File: config.mk
export PLATFORM = sky130hd
export DESIGN_NAME = video_axis_bridge
export DESIGN_NICKNAME = d
export VERILOG_FILES = /design/src/rtl/video_axis_pkg.sv /design/src/rtl/vab_fifo.sv /design/src/rtl/video_axis_bridge.sv
export SDC_FILE = /design/constraint.sdc
export NUM_CORES = 1
export LEC_CHECK = 0
export ABC_AREA = 1
export CORE_MARGIN = 5
export CORE_UTILIZATION = 35
export DETAILED_ROUTE_END_ITERATION = 6
export HOLD_SLACK_MARGIN = 0.1
export PLACE_DENSITY = 0.53
export SLEW_MARGIN = 20
export SYNTH_ARGS = -nofsm -noshare
export SYNTH_HDL_FRONTEND = slang
export SYNTH_SLANG_ARGS = --single-unit
File: constraint.sdc
create_clock -name video_clk -period 6.7 [get_ports video_clk]
set_input_delay 1.34 -clock video_clk [delete_from_list [all_inputs] [get_ports video_clk]]
set_output_delay 1.34 -clock video_clk [all_outputs]
set_load 0.02 [all_outputs]
File: src/rtl/video_axis_pkg.sv
`default_nettype none
// ============================================================================
// Module   : video_axis_pkg
// Purpose  : Shared types for the camera-to-AXI4-Stream video bridge.
// Revision : 1.0
// ============================================================================
package video_axis_pkg;

  localparam int c_pix_w = 16;

  typedef enum logic [1:0] {
    IDLE   = 2'd0,
    ACTIVE = 2'd1,
    DROP   = 2'd2
  } vab_state_t;

  typedef struct packed {
    logic               user;
    logic               last;
    logic [c_pix_w-1:0] data;
  } fifo_word_t;

  localparam int c_word_w = $bits(fifo_word_t);

endpackage
`default_nettype wire

File: src/rtl/vab_fifo.sv
`default_nettype none
// ============================================================================
// Module   : vab_fifo
// Purpose  : Synchronous first-word-fall-through FIFO with a registered output
//            stage; occupancy counts the output register as one entry.
// Revision : 1.0
// ============================================================================
module vab_fifo #(
  parameter int DEPTH = 64,
  parameter int WIDTH = 18
) (
  input  logic             clk,
  input  logic             rst,
  input  logic             i_wr_en,
  input  logic [WIDTH-1:0] i_wr_data,
  input  logic             i_rd_en,
  output logic [WIDTH-1:0] o_rd_data,
  output logic             o_rd_valid,
  output logic             o_full
);

  localparam int c_aw = $clog2(DEPTH);
  localparam int c_cw = $clog2(DEPTH + 1);

  logic [WIDTH-1:0] r_mem [DEPTH];
  logic [c_aw-1:0]  r_wr_ptr;
  logic [c_aw-1:0]  r_rd_ptr;
  logic [c_cw-1:0]  r_count;
  logic             r_valid;
  logic [WIDTH-1:0] r_data;

  logic w_pop;
  logic w_mem_empty;
  logic w_load;

  assign w_pop       = r_valid & i_rd_en;
  // Storage holds everything except the word parked in the output register.
  assign w_mem_empty = (r_count == c_cw'(r_valid));
  assign w_load      = ~w_mem_empty & (~r_valid | w_pop);
  assign o_full      = (r_count == c_cw'(DEPTH));
  assign o_rd_data   = r_data;
  assign o_rd_valid  = r_valid;

  always_ff @(posedge clk) begin
    if (i_wr_en) begin
      r_mem[r_wr_ptr] <= i_wr_data;
    end
  end

  always_ff @(posedge clk or posedge rst) begin
    if (rst) begin
      r_wr_ptr <= '0;
      r_rd_ptr <= '0;
      r_count  <= '0;
      r_valid  <= 1'b0;
      r_data   <= '0;
    end else begin
      r_count <= r_count + c_cw'(i_wr_en) - c_cw'(w_pop);
      if (i_wr_en) begin
        r_wr_ptr <= r_wr_ptr + c_aw'(1);
      end
      if (w_load) begin
        r_data   <= r_mem[r_rd_ptr];
        r_rd_ptr <= r_rd_ptr + c_aw'(1);
        r_valid  <= 1'b1;
      end else if (w_pop) begin
        r_valid  <= 1'b0;
      end
    end
  end

endmodule
`default_nettype wire

File: src/rtl/video_axis_bridge.sv
`default_nettype none
// ============================================================================
// Module   : video_axis_bridge
// Purpose  : DVP pixel stream to AXI4-Stream video master; drops the rest of a
//            frame on overflow or bad line length. Optional frame/drop
//            statistics ports: define VIDEO_AXIS_BRIDGE_STAT_EN.
// Revision : 1.0
// ============================================================================
module video_axis_bridge
  import video_axis_pkg::*;
#(
  parameter int H_ACTIVE   = 1280,
  parameter int FIFO_DEPTH = 64
) (
  input  logic        video_clk,
  input  logic        rst,
  input  logic [15:0] video_data,
  input  logic        video_hsync,
  input  logic        video_vsync,
  output logic [15:0] m_axis_tdata,
  output logic        m_axis_tvalid,
  input  logic        m_axis_tready,
  output logic        m_axis_tuser,
  output logic        m_axis_tlast,
  output logic        overflow,
  output logic        line_err
`ifdef VIDEO_AXIS_BRIDGE_STAT_EN
  ,
  output logic [31:0] frame_cnt,
  output logic [15:0] drop_cnt
`endif
);

  localparam int             c_pw   = (H_ACTIVE > 1) ? $clog2(H_ACTIVE) : 1;
  localparam logic [c_pw-1:0] c_last = c_pw'(H_ACTIVE - 1);

  logic [15:0]     r_d;
  logic            r_hs;
  logic            r_hs_d;
  logic            r_vs;
  logic            r_vs_d;

  vab_state_t      r_state;
  logic            r_sof_pend;
  logic            r_last_wr;
  logic [c_pw-1:0] r_pix_cnt;

  logic            w_vs_fall;
  logic            w_hs_fall;
  logic            w_pix;
  logic            w_short;
  logic            w_long;
  logic            w_room;
  logic            w_push;
  logic            w_ovf;
  logic            w_is_last;
  logic            w_pop;
  logic            w_fifo_full;
  fifo_word_t      w_wr_word;
  fifo_word_t      w_rd_word;
  logic [c_word_w-1:0] w_rd_bits;

  always_ff @(posedge video_clk or posedge rst) begin
    if (rst) begin
      r_d    <= '0;
      r_hs   <= 1'b0;
      r_hs_d <= 1'b0;
      r_vs   <= 1'b0;
      r_vs_d <= 1'b0;
    end else begin
      r_d    <= video_data;
      r_hs   <= video_hsync;
      r_hs_d <= r_hs;
      r_vs   <= video_vsync;
      r_vs_d <= r_vs;
    end
  end

  assign w_vs_fall = r_vs_d & ~r_vs;
  assign w_hs_fall = r_hs_d & ~r_hs;
  // A vsync fall outranks everything, including a pixel in the same cycle.
  assign w_pix     = (r_state == ACTIVE) & r_hs & ~r_vs & ~w_vs_fall;
  assign w_long    = w_pix & r_last_wr;
  assign w_short   = (r_state == ACTIVE) & ~w_vs_fall & w_hs_fall & (r_pix_cnt != '0);
  assign w_pop     = m_axis_tvalid & m_axis_tready;
  assign w_room    = ~w_fifo_full | w_pop;
  assign w_push    = w_pix & ~w_long & w_room;
  assign w_ovf     = w_pix & ~w_long & ~w_room;
  assign w_is_last = (r_pix_cnt == c_last);

  assign w_wr_word.user = r_sof_pend;
  assign w_wr_word.last = w_is_last;
  assign w_wr_word.data = r_d;

  always_ff @(posedge video_clk or posedge rst) begin
    if (rst) begin
      r_state    <= IDLE;
      r_sof_pend <= 1'b0;
      r_last_wr  <= 1'b0;
      r_pix_cnt  <= '0;
      overflow   <= 1'b0;
      line_err   <= 1'b0;
    end else begin
      overflow  <= 1'b0;
      line_err  <= 1'b0;
      r_last_wr <= 1'b0;
      if (w_vs_fall) begin
        r_state    <= ACTIVE;
        r_sof_pend <= 1'b1;
        r_pix_cnt  <= '0;
      end else if (r_state == ACTIVE) begin
        if (w_short) begin
          line_err  <= 1'b1;
          r_pix_cnt <= '0;
          r_state   <= DROP;
        end else if (w_long) begin
          line_err <= 1'b1;
          r_state  <= DROP;
        end else if (w_ovf) begin
          overflow <= 1'b1;
          r_state  <= DROP;
        end else if (w_push) begin
          r_sof_pend <= 1'b0;
          r_last_wr  <= w_is_last;
          r_pix_cnt  <= w_is_last ? '0 : r_pix_cnt + c_pw'(1);
        end
      end
    end
  end

  vab_fifo #(
    .DEPTH (FIFO_DEPTH),
    .WIDTH (c_word_w)
  ) u_fifo (
    .clk        (video_clk),
    .rst        (rst),
    .i_wr_en    (w_push),
    .i_wr_data  (w_wr_word),
    .i_rd_en    (m_axis_tready),
    .o_rd_data  (w_rd_bits),
    .o_rd_valid (m_axis_tvalid),
    .o_full     (w_fifo_full)
  );

  assign w_rd_word    = w_rd_bits;
  assign m_axis_tdata = w_rd_word.data;
  assign m_axis_tuser = w_rd_word.user;
  assign m_axis_tlast = w_rd_word.last;

`ifdef VIDEO_AXIS_BRIDGE_STAT_EN
  logic w_drop_entry;

  assign w_drop_entry = w_short | w_long | w_ovf;

  always_ff @(posedge video_clk or posedge rst) begin
    if (rst) begin
      frame_cnt <= '0;
      drop_cnt  <= '0;
    end else begin
      if (w_pop & m_axis_tuser) begin
        frame_cnt <= frame_cnt + 32'd1;
      end
      if (w_drop_entry && drop_cnt != 16'hFFFF) begin
        drop_cnt <= drop_cnt + 16'd1;
      end
    end
  end
`endif

endmodule
`default_nettype wire

==> results.tsv <==
stage	metric	value	unit
logic_synthesis	synth_top_family_by_area	simple AND/OR/NAND/NOR gates	
floorplan	die_area	155100	sq um
power_and_ir_drop	peakVddDrop	322.5	uV
critical_path	worstSetupPathType	in -> reg	
timing	fmax	0.2568	GHz
route	drc_errors	0	
worst_hold_path	hp-class	reg -> reg	
place	port_buffers	41	
logic_synthesis	ys_top_cells_by_area	edfxtp_1 67%, nand2_1 12%, nand3_1 6.3%	
floorplan	ioPinCount	42	
clocking	clk_pin_slew	60	ps
power_and_ir_drop	power_density	412.8	nW/um^2
global_routing	grt_pass1_vias	32130	
place	dp_cells	6518	
final_layout	fin_cells	6765	
final_layout	area_delta_synth_final	12.57	%
floorplan	die_h	393.9	microns
global_routing	antenna_found_initial	4	
logic_synthesis	yosysTopAreaCellShare	0.6708	
logic_synthesis	yosysTopAreaCell	edfxtp_1	
place	dp_hpwl	91450	microns
timing	period_share	0.5812	
route	drt-total-wl	153700	microns
logic_synthesis	synth_fp_nets	4775	
route	final_antenna_net_count	0	
critical_path	cp-end-kind	register	
timing	clock_skew	24.82	ps
logic_synthesis	synth_compound_area_frac	0.01900	
clocking	clock-sinks	1227	
clocking	cts.repair.resized	0	
clocking	ctsHtreeMaxLevel	4	
route	vias	33700	
critical_path	worst_path_max_delay_cell	nor2_2	
timing	rsz0062_at_grt	no	
status	status	finished, final reports clean	
critical_path	reg2reg_slack	2910	ps
critical_path	cp-start-kind	primary input	
clocking	cts_buffer_depth	3	
clocking	clk_latency	750	ps
timing	tns	0	ps
logic_synthesis	synth-seq-cells	1227	
global_routing	grt_pass1_wl	220500	microns
timing	max_slew_margin	0.2339	
logic_synthesis	ys_seq_area_frac	0.7072	
logic_synthesis	synthSimpleGateAreaFrac	0.2071	
global_routing	grt_max_degree	206	
clocking	post-cts-setup-buffer-count	0	
logic_synthesis	synthMuxAreaShare	0	
floorplan	die_w	393.9	microns
floorplan	start_util	0.3530	
critical_path	worstPathRequired	7060	ps
final_layout	drive_gt1_frac	0.06997	
critical_path	crit_chain	clkdlybuf4s50_1 -> nand2_1 -> inv_1 -> nor2_1 -> nand4_1 -> nand2_4 -> nor2_4 -> nand3_2 -> nor2_2	
route	drt-initial-drc-count	3420	
clocking	cts_tree	built	
clocking	hold_buffers	0	
timing	worst_pin_slew	1149	ps
logic_synthesis	syn_area	51570	sq um
route	viasPerCell	4.981	
clocking	clock-root-buffer	clkbuf_16	
global_routing	grtUsageTotal	0.1929	
critical_path	critPathMaxFanout	18	
logic_synthesis	netlist_instances	4741	
logic_synthesis	synth_xor_area_frac	0.003736	
route	dr.pass1.iters	7	
floorplan	rows	140	
logic_synthesis	synth-adder-area-share	0.003300	
job	cap_violations	0	
logic_synthesis	yosysUniqueCellTypes	32	
timing	slew_violations	0	
logic_synthesis	ys_warn_count	0	
final_layout	layout.nets	4771	
place	gp_congestion	0.9157	
route	wl_per_cell	22.72	microns
timing	finalHoldViolations	0	
global_routing	globalRoute.totalOverflow	0	
floorplan	coreArea	146100	sq um
timing	final-setup-viol-count	0	
power_and_ir_drop	power	23.97	mW
power_and_ir_drop	p_leak	22.53	nW
final_layout	n_fill_cell	14180	
logic_synthesis	avgSynthCellArea	10.88	sq um
critical_path	crit_arrival	4250	ps
timing	period_needed	3894	ps
critical_path	cp_slowest_stage_delay	1060	ps
clocking	numCtsBuffers	134	
Yosys cell counts:
| master | count |
|---|---|
| clkbuf_1 | 44 |
| nand4_1 | 11 |
| nand3_1 | 650 |
| nor2_4 | 2 |
| o21ai_2 | 1 |
| nor3_1 | 9 |
| nor4_1 | 2 |
| inv_2 | 9 |
| nand2_4 | 1 |
| nand3_2 | 7 |
| a21oi_1 | 59 |
| ha_1 | 12 |
| nand2_2 | 4 |
| nor2_1 | 268 |
| inv_1 | 475 |
| o21a_1 | 1 |
| o21ai_0 | 35 |
| buf_2 | 120 |
| buf_4 | 46 |
| xnor2_1 | 1 |
| o211ai_1 | 54 |
| buf_6 | 3 |
| edfxtp_1 | 1152 |
| nor3b_1 | 1 |
| buf_1 | 31 |
| o21bai_1 | 1 |
| o21ai_1 | 16 |
| xor2_1 | 21 |
| dfrtp_1 | 75 |
| fa_1 | 1 |
| and3_1 | 18 |
| nand2_1 | 1611 |
worst paths after layout:
kind                                     from                  end  cells after the start
setup / recovery                m_axis_tready  u_fifo.r_mem[26][3]                      9
hold / removal                           r_vs               r_vs_d                      0
setup reg to reg           u_fifo.r_rd_ptr[0]  u_fifo.o_rd_data[7]                     12
hold reg to reg                          r_vs               r_vs_d                      0
max in group asynchronous                 rst   u_fifo.r_rd_ptr[0]                      3
min in group asynchronous                 rst               r_d[3]                      2
cell usage in the layout (no fill, tap or decap), types with 3 or more instances in the layout:
cell type / n
inv_6: 6
clkinvlp_4: 4
nor2_2: 46
xor2_1: 21
clkinv_2: 15
and3_1: 18
o211ai_1: 54
diode_2: 3
nand2_2: 4
nor3_1: 7
dfrtp_4: 3
inv_1: 474
o21ai_1: 16
ha_1: 12
nand2_1: 1611
nand3_2: 7
a21oi_1: 59
clkbuf_8: 9
buf_4: 57
bufinv_16: 5
edfxtp_1: 1152
o21ai_0: 35
nand3_1: 650
nor2_1: 222
dfrtp_2: 17
clkinv_8: 5
nand4_1: 11
clkbuf_1: 39
clkdlybuf4s50_1: 41
dfrtp_1: 55
clkinv_1: 23
clkbuf_16: 138
buf_12: 6
inv_2: 7
sequential cells by signal, summed over array words and instances, names as in the netlist:
name / cells
line_err: 1
u_fifo.r_wr_ptr: 6
r_hs: 1
r_sof_pend: 1
r_d: 16
u_fifo.r_rd_ptr: 6
u_fifo.r_count: 7
r_state: 2
r_vs: 1
r_vs_d: 1
u_fifo.r_mem: 1152
u_fifo.o_rd_data: 18
r_hs_d: 1
r_pix_cnt: 11
overflow: 1
u_fifo.o_rd_valid: 1
r_last_wr: 1
cell type report:
cell class / count / area, sq um / share of cell area
clock buffer: 186 / 3724 / 0.06414
tap: 1917 / 2399 / 0.04131
sequential: 1227 / 36500 / 0.6287
multi-input combinational: 2786 / 12160 / 0.2094
timing repair buffer: 104 / 958.4 / 0.01651
inverter: 484 / 1834 / 0.03159
antenna: 3 / 7.507 / 0.0001293
clock inverter: 58 / 475.5 / 0.008190
stage by stage:
step	util	hold slack (ps)	cell area (sq um)	setup slack (ps)
finish	0.3974	379.2	58060	2806
floorplan	-	353.7	51570	2461
CTS	0.3973	381.0	58050	2880
detailed placement	0.3686	367.0	53850	2079
global placement	0.3686	361.7	53850	2115
global route	0.3974	388.5	58050	2708
metal layers:
metal | vias to the layer above | part of all wire | wire, microns | track usage
met4 | 0 | 0.036 | 5550 | 0.07049
met2 | 1208 | 0.45 | 68740 | 0.2979
li1 | 15790 | - | - | -
met5 | - | 0 | 0 | 0
met3 | 211 | 0.076 | 11710 | 0.03772
met1 | 16490 | 0.44 | 67670 | 0.2717
power by group:
part	switching, mW	total, mW	internal, mW
logic	5.94	7.94	2.00
clock network	2.99	7.07	4.09
registers	0.392	8.95	8.56
total	9.32	24.0	14.6
kinds of logic (layout without fill, tap and decap cells):
kind of cell | after synthesis | after routing
compound gates | 167 | 167
xor+xnor | 22 | 22
fa+ha+maj | 13 | 13
buf+inv | 728 | 832
flops | 1227 | 1227
other cells | 0 | 3
simple gates | 2584 | 2584
worst max-delay path, delay by kind of cell:
family	cells	cell delay (ps)
buffers and inverters	2	570
AND/OR/NAND/NOR	7	2300
No activity file was read; power rests on OpenSTA's default activity.
